===== src/rtl/serial_adder_ctrl_pkg.sv =====
// ---------------------------------------------------------------------------
// serial_adder_ctrl_pkg
//   Shared definitions for the bit-serial adder controller.
//   - state_t    : controller state encoding (IDLE=0, RUN=1, DONE=2)
//   - cnt_width  : bit-counter width for a given operand width.
//                  One extra bit keeps W=1 and power-of-two W representable.
// ---------------------------------------------------------------------------
package serial_adder_ctrl_pkg;

  typedef enum logic [1:0] {
    S_IDLE = 2'd0,
    S_RUN  = 2'd1,
    S_DONE = 2'd2
  } state_t;

  function automatic int cnt_width(input int w);
    return $clog2(w) + 1;
  endfunction

endpackage


===== src/rtl/serial_adder_ctrl_full_adder.sv =====
// ---------------------------------------------------------------------------
// full_adder
//   Single-bit full adder used as the serial bit cell.
//   Ports:
//     a, b, cin : operand bits and carry-in
//     sum       : a ^ b ^ cin
//     cout      : majority(a, b, cin)
// ---------------------------------------------------------------------------
module full_adder (
  output logic sum,
  output logic cout,
  input  logic a,
  input  logic b,
  input  logic cin
);

  assign sum  = a ^ b ^ cin;
  assign cout = (a & b) | (a & cin) | (b & cin);

endmodule


===== src/rtl/serial_adder_ctrl.sv =====
// ---------------------------------------------------------------------------
// serial_adder_ctrl
//   Bit-serial adder: runs one full_adder over a W-bit operand pair, LSB
//   first, one bit per clock, with a carry flop closing the loop.
//   Result {cout,sum} == a + b + cin, registered and held until the next
//   completion.
//
//   Handshake: start is sampled only in IDLE; an accepted start captures
//   a/b/cin on that edge (they may change freely afterwards). busy is high
//   for the W RUN cycles, then done pulses high for exactly one cycle, from
//   which sum/cout are valid. start while busy or done is dropped, not queued.
//
//   Ports:
//     clk, rst_n      : clock, asynchronous active-low reset
//     start           : operation request
//     a, b [W-1:0]    : operands
//     cin             : carry-in
//     busy            : high in RUN
//     done            : one-cycle completion pulse
//     sum [W-1:0]     : registered result
//     cout            : registered carry-out
//     state_o [1:0]   : current controller state (debug visibility)
// ---------------------------------------------------------------------------
module serial_adder_ctrl #(
  parameter int W = 8
) (
  input  logic         clk,
  input  logic         rst_n,
  input  logic         start,
  input  logic [W-1:0] a,
  input  logic [W-1:0] b,
  input  logic         cin,
  output logic         busy,
  output logic         done,
  output logic [W-1:0] sum,
  output logic         cout,
  output logic [1:0]   state_o
);

  import serial_adder_ctrl_pkg::*;

  localparam int             CW   = cnt_width(W);
  localparam logic [CW-1:0]  LAST = CW'(W - 1);

  state_t         state_q;
  logic [W-1:0]   a_sr_q;
  logic [W-1:0]   b_sr_q;
  logic [W-1:0]   res_sr_q;
  logic [W-1:0]   res_sr_d;
  logic           carry_q;
  logic [CW-1:0]  cnt_q;
  logic           busy_q;
  logic           done_q;
  logic [W-1:0]   sum_q;
  logic           cout_q;
  logic           fs;
  logic           fc;

  full_adder u_fa (
    .sum  (fs),
    .cout (fc),
    .a    (a_sr_q[0]),
    .b    (b_sr_q[0]),
    .cin  (carry_q)
  );

  // New result bit enters at the MSB so that after W shifts bit 0 sits at
  // the LSB. Written this way to stay legal for W=1.
  always_comb begin
    res_sr_d        = res_sr_q >> 1;
    res_sr_d[W-1]   = fs;
  end

  always_ff @(posedge clk or negedge rst_n) begin
    if (!rst_n) begin
      state_q  <= S_IDLE;
      a_sr_q   <= '0;
      b_sr_q   <= '0;
      res_sr_q <= '0;
      carry_q  <= 1'b0;
      cnt_q    <= '0;
      busy_q   <= 1'b0;
      done_q   <= 1'b0;
      sum_q    <= '0;
      cout_q   <= 1'b0;
    end else begin
      case (state_q)
        S_IDLE: begin
          done_q <= 1'b0;
          if (start) begin
            a_sr_q  <= a;
            b_sr_q  <= b;
            carry_q <= cin;
            cnt_q   <= '0;
            busy_q  <= 1'b1;
            state_q <= S_RUN;
          end
        end
        S_RUN: begin
          a_sr_q   <= a_sr_q >> 1;
          b_sr_q   <= b_sr_q >> 1;
          res_sr_q <= res_sr_d;
          carry_q  <= fc;
          if (cnt_q == LAST) begin
            // Last bit: publish result; counter parked at 0 so it never
            // exceeds W-1.
            cnt_q   <= '0;
            sum_q   <= res_sr_d;
            cout_q  <= fc;
            busy_q  <= 1'b0;
            done_q  <= 1'b1;
            state_q <= S_DONE;
          end else begin
            cnt_q <= cnt_q + 1'b1;
          end
        end
        S_DONE: begin
          done_q  <= 1'b0;
          busy_q  <= 1'b0;
          state_q <= S_IDLE;
        end
        default: begin
          busy_q  <= 1'b0;
          done_q  <= 1'b0;
          state_q <= S_IDLE;
        end
      endcase
    end
  end

  assign busy    = busy_q;
  assign done    = done_q;
  assign sum     = sum_q;
  assign cout    = cout_q;
  assign state_o = state_q;

endmodule


===== config.mk =====
export PLATFORM = sky130hd
export DESIGN_NAME = serial_adder_ctrl
export DESIGN_NICKNAME = d
export VERILOG_FILES = /design/src/rtl/serial_adder_ctrl_pkg.sv /design/src/rtl/serial_adder_ctrl_full_adder.sv /design/src/rtl/serial_adder_ctrl.sv
export SDC_FILE = /design/constraint.sdc
export NUM_CORES = 1
export LEC_CHECK = 0
export CAP_MARGIN = 10
export CORE_MARGIN = 10
export CORE_UTILIZATION = 50
export CTS_BUF_LIST = sky130_fd_sc_hd__clkbuf_8
export CTS_CLUSTER_DIAMETER = 50
export DETAILED_ROUTE_END_ITERATION = 8
export PLACE_DENSITY = 0.86
export SLEW_MARGIN = 10
export SYNTH_ARGS = -nofsm -noshare
export SYNTH_HDL_FRONTEND = slang
export SYNTH_SLANG_ARGS = --single-unit

===== constraint.sdc =====
create_clock -name clk -period 1.8 [get_ports clk]
set_input_delay 0.18 -clock clk [delete_from_list [all_inputs] [get_ports clk]]
set_output_delay 0.18 -clock clk [all_outputs]
set_load 0.01 [all_outputs]

* Word level (Yosys, flattened, before mapping)
Cells that the tools add are included.
Widths: inputs -> output; s select.
** Operators by class
- Add/sub/neg operators :: 1
- Equality and inequality tests :: 4
- Muxes and demuxes :: 17
- Bitwise gates (word level) :: 7
- Reduce and logical (&&, ||, !) cells :: 5
** Operator list (count)
- $pmux 8 s2 :: 2
- $mux 8 :: 2
- $mux 4 :: 2
- $pmux 4 s2 :: 1
- $reduce_and 2->1 :: 3
- $mux 1 :: 5
- $add 4x1->4 const B :: 1
- $eq 4x3->1 const B :: 1
- $mux 2 :: 2
- $ne 2x2->1 const B :: 2
- $pmux 1 s2 :: 2
- $pmux 2 s2 :: 1
- $and 1x1->1 :: 3
- $eq 2x1->1 const B :: 1
- $logic_not 2->1 :: 1
- $or 1x1->1 :: 2
- $reduce_bool 2->1 :: 1
- $xor 1x1->1 :: 2
** Storage, ports and cells
- Register bits after elaboration :: 42
- Bits of input ports :: 20
- Output and inout bits :: 13
- Word-level logic and storage cells :: 44

* Logic depth before layout (Yosys ltp)
Gate-level depths: netlist of the first run.
- Depth after elaboration :: 4
- Gate-level depth with buffers :: 6
- Depth with buffers taken out :: 4

* Modules after synthesis
From an unflattened synthesis of the first run, not the netlist that was laid out.
** Second synthesis, totals
- Cell total of the unflattened synthesis :: 149
- Area, all modules :: 1756.7 um^2
** By module, submodules not included
- serial_adder_ctrl :: times used 1, cells an instance 148, area each 1736.7 um^2, sequential area each 1001.0 um^2
- full_adder :: times used 1, cells an instance 1, area each 20.0 um^2, sequential area each 0.0 um^2

* Worst setup path before layout of the first run
OpenSTA, ideal clock, no wires.
- Path kind :: register -> register
- From :: register cnt_q[0]
- To :: register cout_q, in the netlist cout
- Setup time :: 125 ps
- Data arrival time :: 1302 ps
- Required time :: 1675 ps
- Setup slack :: 373 ps
- Stages on the path, launching flop included :: 5
- Path buffers :: 0
- Clock period less this slack :: 1427 ps
- Path through :: dfrtp_1 -> ha_1 -> nand3b_1 -> nor2_8 -> mux2_4
** On the way
- Cells in the longest elaborated chain, start to end :: 2
** RTL lines
- start: declaration :: RTL line serial_adder_ctrl.sv:51 : logic [CW-1:0] cnt_q;
- start signal: assignment :: RTL line serial_adder_ctrl.sv:114 : cnt_q <= cnt_q + 1'b1;
- $eq 4x3->1 :: RTL line serial_adder_ctrl.sv:104 : if (cnt_q == LAST) begin
- $reduce_and 2->1 (no line)
- end signal: assignment :: RTL line serial_adder_ctrl.sv:85 : cout_q <= 1'b0;
- end signal: assignment :: RTL line serial_adder_ctrl.sv:109 : cout_q <= fc;
- end: declaration :: RTL line serial_adder_ctrl.sv:55 : logic cout_q;
Every way passes these cells.
A chain may end at the register's enable or synchronous reset.

* Final worst setup path of the first run
- From :: register state_q[1], in the netlist state_o[1]
- To :: output port state_o[1]
** RTL lines
- start: declaration :: RTL line serial_adder_ctrl.sv:45 : state_t state_q;
- start signal: assignment :: RTL line serial_adder_ctrl.sv:76 : state_q <= S_IDLE;
- start signal: assignment :: RTL line serial_adder_ctrl.sv:96 : state_q <= S_RUN;
- start signal: assignment :: RTL line serial_adder_ctrl.sv:112 : state_q <= S_DONE;
- end: declaration :: RTL line serial_adder_ctrl.sv:37 : output logic [1:0] state_o
No word-level cell between the ends.

==> run metrics, run 1 <==
Die Height=79.7 µm; Root Driver=clkbuf_8; Hold Vio Cnt, Final=0; Mapped Area=1780 µm²; fin. max-slew vios=0; Design Power=4.10 mW; total number of vias=1,245; core area=3390 µm²; vias in the first global route=1,350; starting DRC count in detailed routing=108; layout cells sized above 1=14.5%; GR Overflow Total=0; clock slew at reported path FFs=0.08 ns; cells along the critical path=clkdlybuf4s50_1; Cells after Synth=156; Starting Density=52.6%; Tot GR Track Use=13.2%; row count=21; Max VDD drop=0.000963 V; die area=6350 µm²; Tcrit/Tclk final=88.6%; DP HPWL=2.83 mm; worst-path maximum fanout=10; Critical Path AT=1.41 ns; CTS tree=built; total CTS buffers=5; Synth cell types=27; crit path time final=1.59 ns; Ant. Diodes=0; clock latency on the worst-skew pair=0.29 ns; initial antenna violation count=0; Max stage delay on crit path=0.61 ns; largest net degree at the start of global routing=29; Final Wtd Congestion=0.745; Via density=5.21; Critical Path Sink Type=output pin; H-Tree Depth=2; Hold Crit Class=in2async; I/O pins=33; ANT nets after route=0; RR Startpoint=cnt_q[0]; First-pass DRT Iterations=4; worst clock skew=0.00560 ns; cell leakage power=1.09 nW; Syn Area/Cell=11.4 µm²; RSZ-0062 raised after global routing=false; Sink Count=40; layout net count=214; number of I/O port buffers=32; Ys Warns=0; post-synthesis net count=178; Die Wd=79.7 µm; Avg WL per Cell=16.0 µm; Final TNS setup=0 ns; Syn-to-layout area delta=28.8%; CTS max path bufs=2; Slew @ Worst Pin=0.421 ns; Crit Path Class=reg2out; Startpoint Class=flop; Crit path max-delay family=buffers and inverters; Slowest-stage cell, CP=clkdlybuf4s50_1; residual DRC count=0; Post-Route WL=3.83 mm; PD cells=1790 nW/µm²; Max Freq=627 MHz; register area share after synthesis=56.2%; Final Util=67.7%; relative slew slack=71.9%; WP buf/inv=1; first-pass GRT wire length=6.46 mm; required time worst endpoint=1.62 ns; Setup crit start=state_o[1]; Yosys reg bits=40; Setup-failing EPs final=0; status=finished, final reports clean; Max-Cap Viols=0
-- cell type report --
type                       count  area (µm²)
tap                           46        57.6
sequential                    40        1000
inverter                       4        15.0
timing repair buffer          38         363
clock inverter                 3        90.1
clock buffer                   5        68.8
fill                         230        1090
multi-input combinational    103         698
-- what timing repair did --
action / in CTS / in global routing
buffers inserted: 0 / 0
hold buffers: 1 / 0
endpoints found under the hold margin: 18 / 0
setup endpoints to repair: 0 / 2
resized for setup: 0 / 1
-- per-layer routing --
metal / GRT usage (%) / wire (µm) / up-vias
met5: 0 / 0 / -
met4: 7.53 / 102 / 0
met3: 4.05 / 193 / 9
met2: 22.2 / 1990 / 28
met1: 14.4 / 1540 / 619
li1: - / - / 589
-- metrics by stage --
stage                     worst slack [ns]  cell area, µm²  hold WS, ns  cells
after floorplan                      0.373            1780       -0.116    156
after CTS                           0.0524            2290        0.355    239
after global routing                 0.133            2290        0.388    239
final                                0.205            2290        0.347    239
after global placement               0.325            2120        0.132    230
after detailed placement             0.236            2120        0.137    230
-- placed cells by master, fill, tap and decap left out, types with 3 or more instances in the layout --
master,n
a22oi_1,3
dfrtp_1,39
clkbuf_8,5
o21ai_0,9
inv_1,4
mux2_4,9
bufinv_16,3
o21ai_1,12
buf_4,5
clkdlybuf4s50_1,31
mux2i_1,12
nand2_1,42
-- where the power goes --
part / switching [mW] / internal [mW]
registers: 0.308 / 1.30
logic: 0.701 / 0.784
clock network: 0.315 / 0.693
total: 1.32 / 2.78
-- sequential cells by signal, indices dropped and copies added (netlist names) --
| name | cells |
|---|---|
| cout | 1 |
| state_o | 2 |
| res_sr_q | 7 |
| b_sr_q | 8 |
| carry_q | 1 |
| a_sr_q | 8 |
| cnt_q | 4 |
| sum | 8 |
| done | 1 |
-- final timing paths --
| kind | to | cells past startpoint | slack [ns] |
|---|---|---|---|
| hold reg to reg | a_sr_q[2] | 2 | 0.50 |
| max in group asynchronous | b_sr_q[6] | 3 | 0.94 |
| setup reg to reg | sum[2] | 4 | 0.24 |
| setup / recovery | state_o[1] | 1 | 0.21 |
| min in group clk | b_sr_q[7] | 3 | 0.44 |
| hold / removal | state_o[1] | 2 | 0.35 |
-- synth_stat cells --
library cell | count | area (µm²)
buf_4 | 3 | 22.5
nor2_8 | 1 | 20.0
o21bai_1 | 1 | 7.51
buf_6 | 3 | 33.8
a2bb2oi_1 | 1 | 8.76
o31ai_1 | 1 | 7.51
a22o_1 | 1 | 8.76
nand2_1 | 42 | 158
nand3b_1 | 1 | 7.51
o21ai_1 | 12 | 60.1
nor3b_1 | 1 | 7.51
inv_1 | 4 | 15.0
fa_1 | 1 | 20.0
a22oi_1 | 3 | 22.5
nor2b_2 | 1 | 8.76
mux2i_1 | 12 | 120
o21ai_0 | 9 | 45.0
buf_2 | 3 | 15.0
xor2_1 | 1 | 8.76
nand2b_4 | 1 | 13.8
a21oi_1 | 1 | 5.00
nand3_1 | 1 | 5.00
nand2b_1 | 1 | 6.26
ha_1 | 1 | 12.5
dfrtp_1 | 40 | 1000
nor2b_1 | 1 | 6.26
mux2_4 | 9 | 135
-- cells by family (layout without fill, tap and decap cells) --
group | count (synthesis) | after routing | synth area share (%)
AND/OR/NAND/NOR | 50 | 50 | 13.1
flip-flops | 40 | 40 | 56.2
AO/OA/AOI/OAI | 29 | 29 | 9.27
multiplexers | 21 | 21 | 14.3
buffers and inverters | 13 | 50 | 4.84
adder cells (fa/ha/maj) | 2 | 2 | 1.83
XOR/XNOR | 1 | 1 | 0.492
(Power assumes the default switching activity.)
==> run 2: changes to the inputs <==
CELL_PAD_IN_SITES_DETAIL_PLACEMENT = 1   (was default)
CELL_PAD_IN_SITES_GLOBAL_PLACEMENT = 1   (was default)
CORE_UTILIZATION = 42   (was 50)
PLACE_DENSITY = 0.9   (was 0.86)
SLEW_MARGIN = 20   (was 10)
==> run metrics, run 2 (synthesized netlist as in run 1, its figures left out) <==
Setup crit start=state_o[0]; clock latency on the worst-skew pair=0.30 ns; Setup-failing EPs final=0; status=finished, final reports clean; Avg WL per Cell=18.5 µm; GR Overflow Total=0; CTS tree=built; Final Wtd Congestion=0.718; number of I/O port buffers=32; Hold Crit Class=in2reg; Via density=5.26; sequential share of power=42.6%; RR Startpoint=state_o[0]; Max Freq=582 MHz; residual DRC count=0; Startpoint Class=flop; relative slew slack=65.9%; worst clock skew=0.00740 ns; cells along the critical path=clkdlybuf4s50_1; Die Wd=85.1 µm; Post-Route WL=4.49 mm; Slowest-stage cell, CP=clkdlybuf4s50_1; RSZ-0062 raised after global routing=false; Hold Vio Cnt, Final=0; fin. max-slew vios=0; cell leakage power=1.06 nW; internal power=2.40 mW; PD cells=1690 nW/µm²; CTS max path bufs=2; Die Height=85.1 µm; Tot GR Track Use=12.9%; clock slew at reported path FFs=0.08 ns; Clk pwr share=16.8%; Worst Min Path Start=b[7]; starting DRC count in detailed routing=47; Slew @ Worst Pin=0.512 ns; Syn-to-layout area delta=25.3%; Critical Path AT=1.54 ns; vias in the first global route=1,499; largest net degree at the start of global routing=41; combinational share of power=40.6%; Ant. Diodes=0; required time worst endpoint=1.62 ns; DP HPWL=3.19 mm; WP buf/inv=1; row count=23; first-pass GRT wire length=7.44 mm; Crit path max-delay family=buffers and inverters; core area=4060 µm²; H-Tree Depth=2; Max-Cap Viols=0; layout net count=214; Root Driver=clkbuf_8; die area=7250 µm²; total CTS buffers=5; Max stage delay on crit path=0.63 ns; crit path time final=1.72 ns; total number of vias=1,278; layout cells sized above 1=14.0%; Final TNS setup=0 ns; I/O pins=33; Crit Path Class=reg2out; Critical Path Sink Type=output pin; commonest non-fill, non-tap cell in the layout=nand2_1; First-pass DRT Iterations=4; # Post-CTS Setup Buffers=0; WHS=0.431 ns; Tcrit/Tclk final=95.5%; Starting Density=43.9%; Sink Count=40; ANT nets after route=0; Sw Share=36.5%; commonest non-fill, non-tap cells in the layout=nand2_1, dfrtp_1, clkdlybuf4s50_1; NetSw=1.38 mW; Max VDD drop=0.000734 V; worst-path maximum fanout=11; initial antenna violation count=0
## run 2: per-layer routing
| metal | GRT usage (%) | vias up | routed length (µm) |
|---|---|---|---|
| met1 | 13.3 | 657 | 1730 |
| met5 | 0 | - | 0 |
| li1 | - | 591 | - |
| met4 | 7.04 | 0 | 108 |
| met3 | 4.97 | 8 | 230 |
| met2 | 21.9 | 22 | 2420 |
## run 2: worst paths after layout
check / end / slack (ns) / cells after the start
min in group asynchronous: b_sr_q[7] / 0.48 / 3
setup / recovery: busy / 0.08 / 1
hold reg to reg: b_sr_q[1] / 0.49 / 2
setup reg to reg: b_sr_q[4] / 0.19 / 4
hold / removal: b_sr_q[7] / 0.43 / 3
max in group asynchronous: done / 0.96 / 3
## run 2: cell type report
type,count,area (µm²)
sequential,40,1000
multi-input combinational,103,698
inverter,4,15.0
clock buffer,6,82.6
fill,429,1830
tap,50,62.6
timing repair buffer,38,363
clock inverter,2,10.0
## run 2: timing repair
| item | CTS | global route |
|---|---|---|
| setup endpoints to repair | 0 | 0 |
| gates resized for setup | 0 | 0 |
| hold buffers | 1 | 0 |
| hold endpoints to repair | 40 | 0 |
## run 2: stage by stage
step / cells / setup WS (ns) / instance area (µm²) / total power, mW / utilization [%]
2_1_floorplan: 156 / 0.373 / 1780 / 2.58 / -
3_3_place_gp: 234 / 0.324 / 2130 / 3.00 / 52.5
3_5_place_dp: 234 / 0.213 / 2130 / 3.16 / 52.5
4_1_cts: 243 / 0.0573 / 2230 / 3.84 / 55.0
5_1_grt: 243 / 0.00708 / 2230 / 4.04 / 55.0
6_report: 243 / 0.0813 / 2230 / 3.78 / 55.0
## run 2: power groups by stage
stage / logic, mW / clock network, mW / registers [mW]
after detailed placement: 1.54 / 0 / 1.62
after CTS: 1.58 / 0.649 / 1.61
final: 1.54 / 0.634 / 1.61
after global routing: 1.69 / 0.682 / 1.67
after global placement: 1.42 / 0 / 1.58
after floorplan: 1.00 / 0 / 1.58
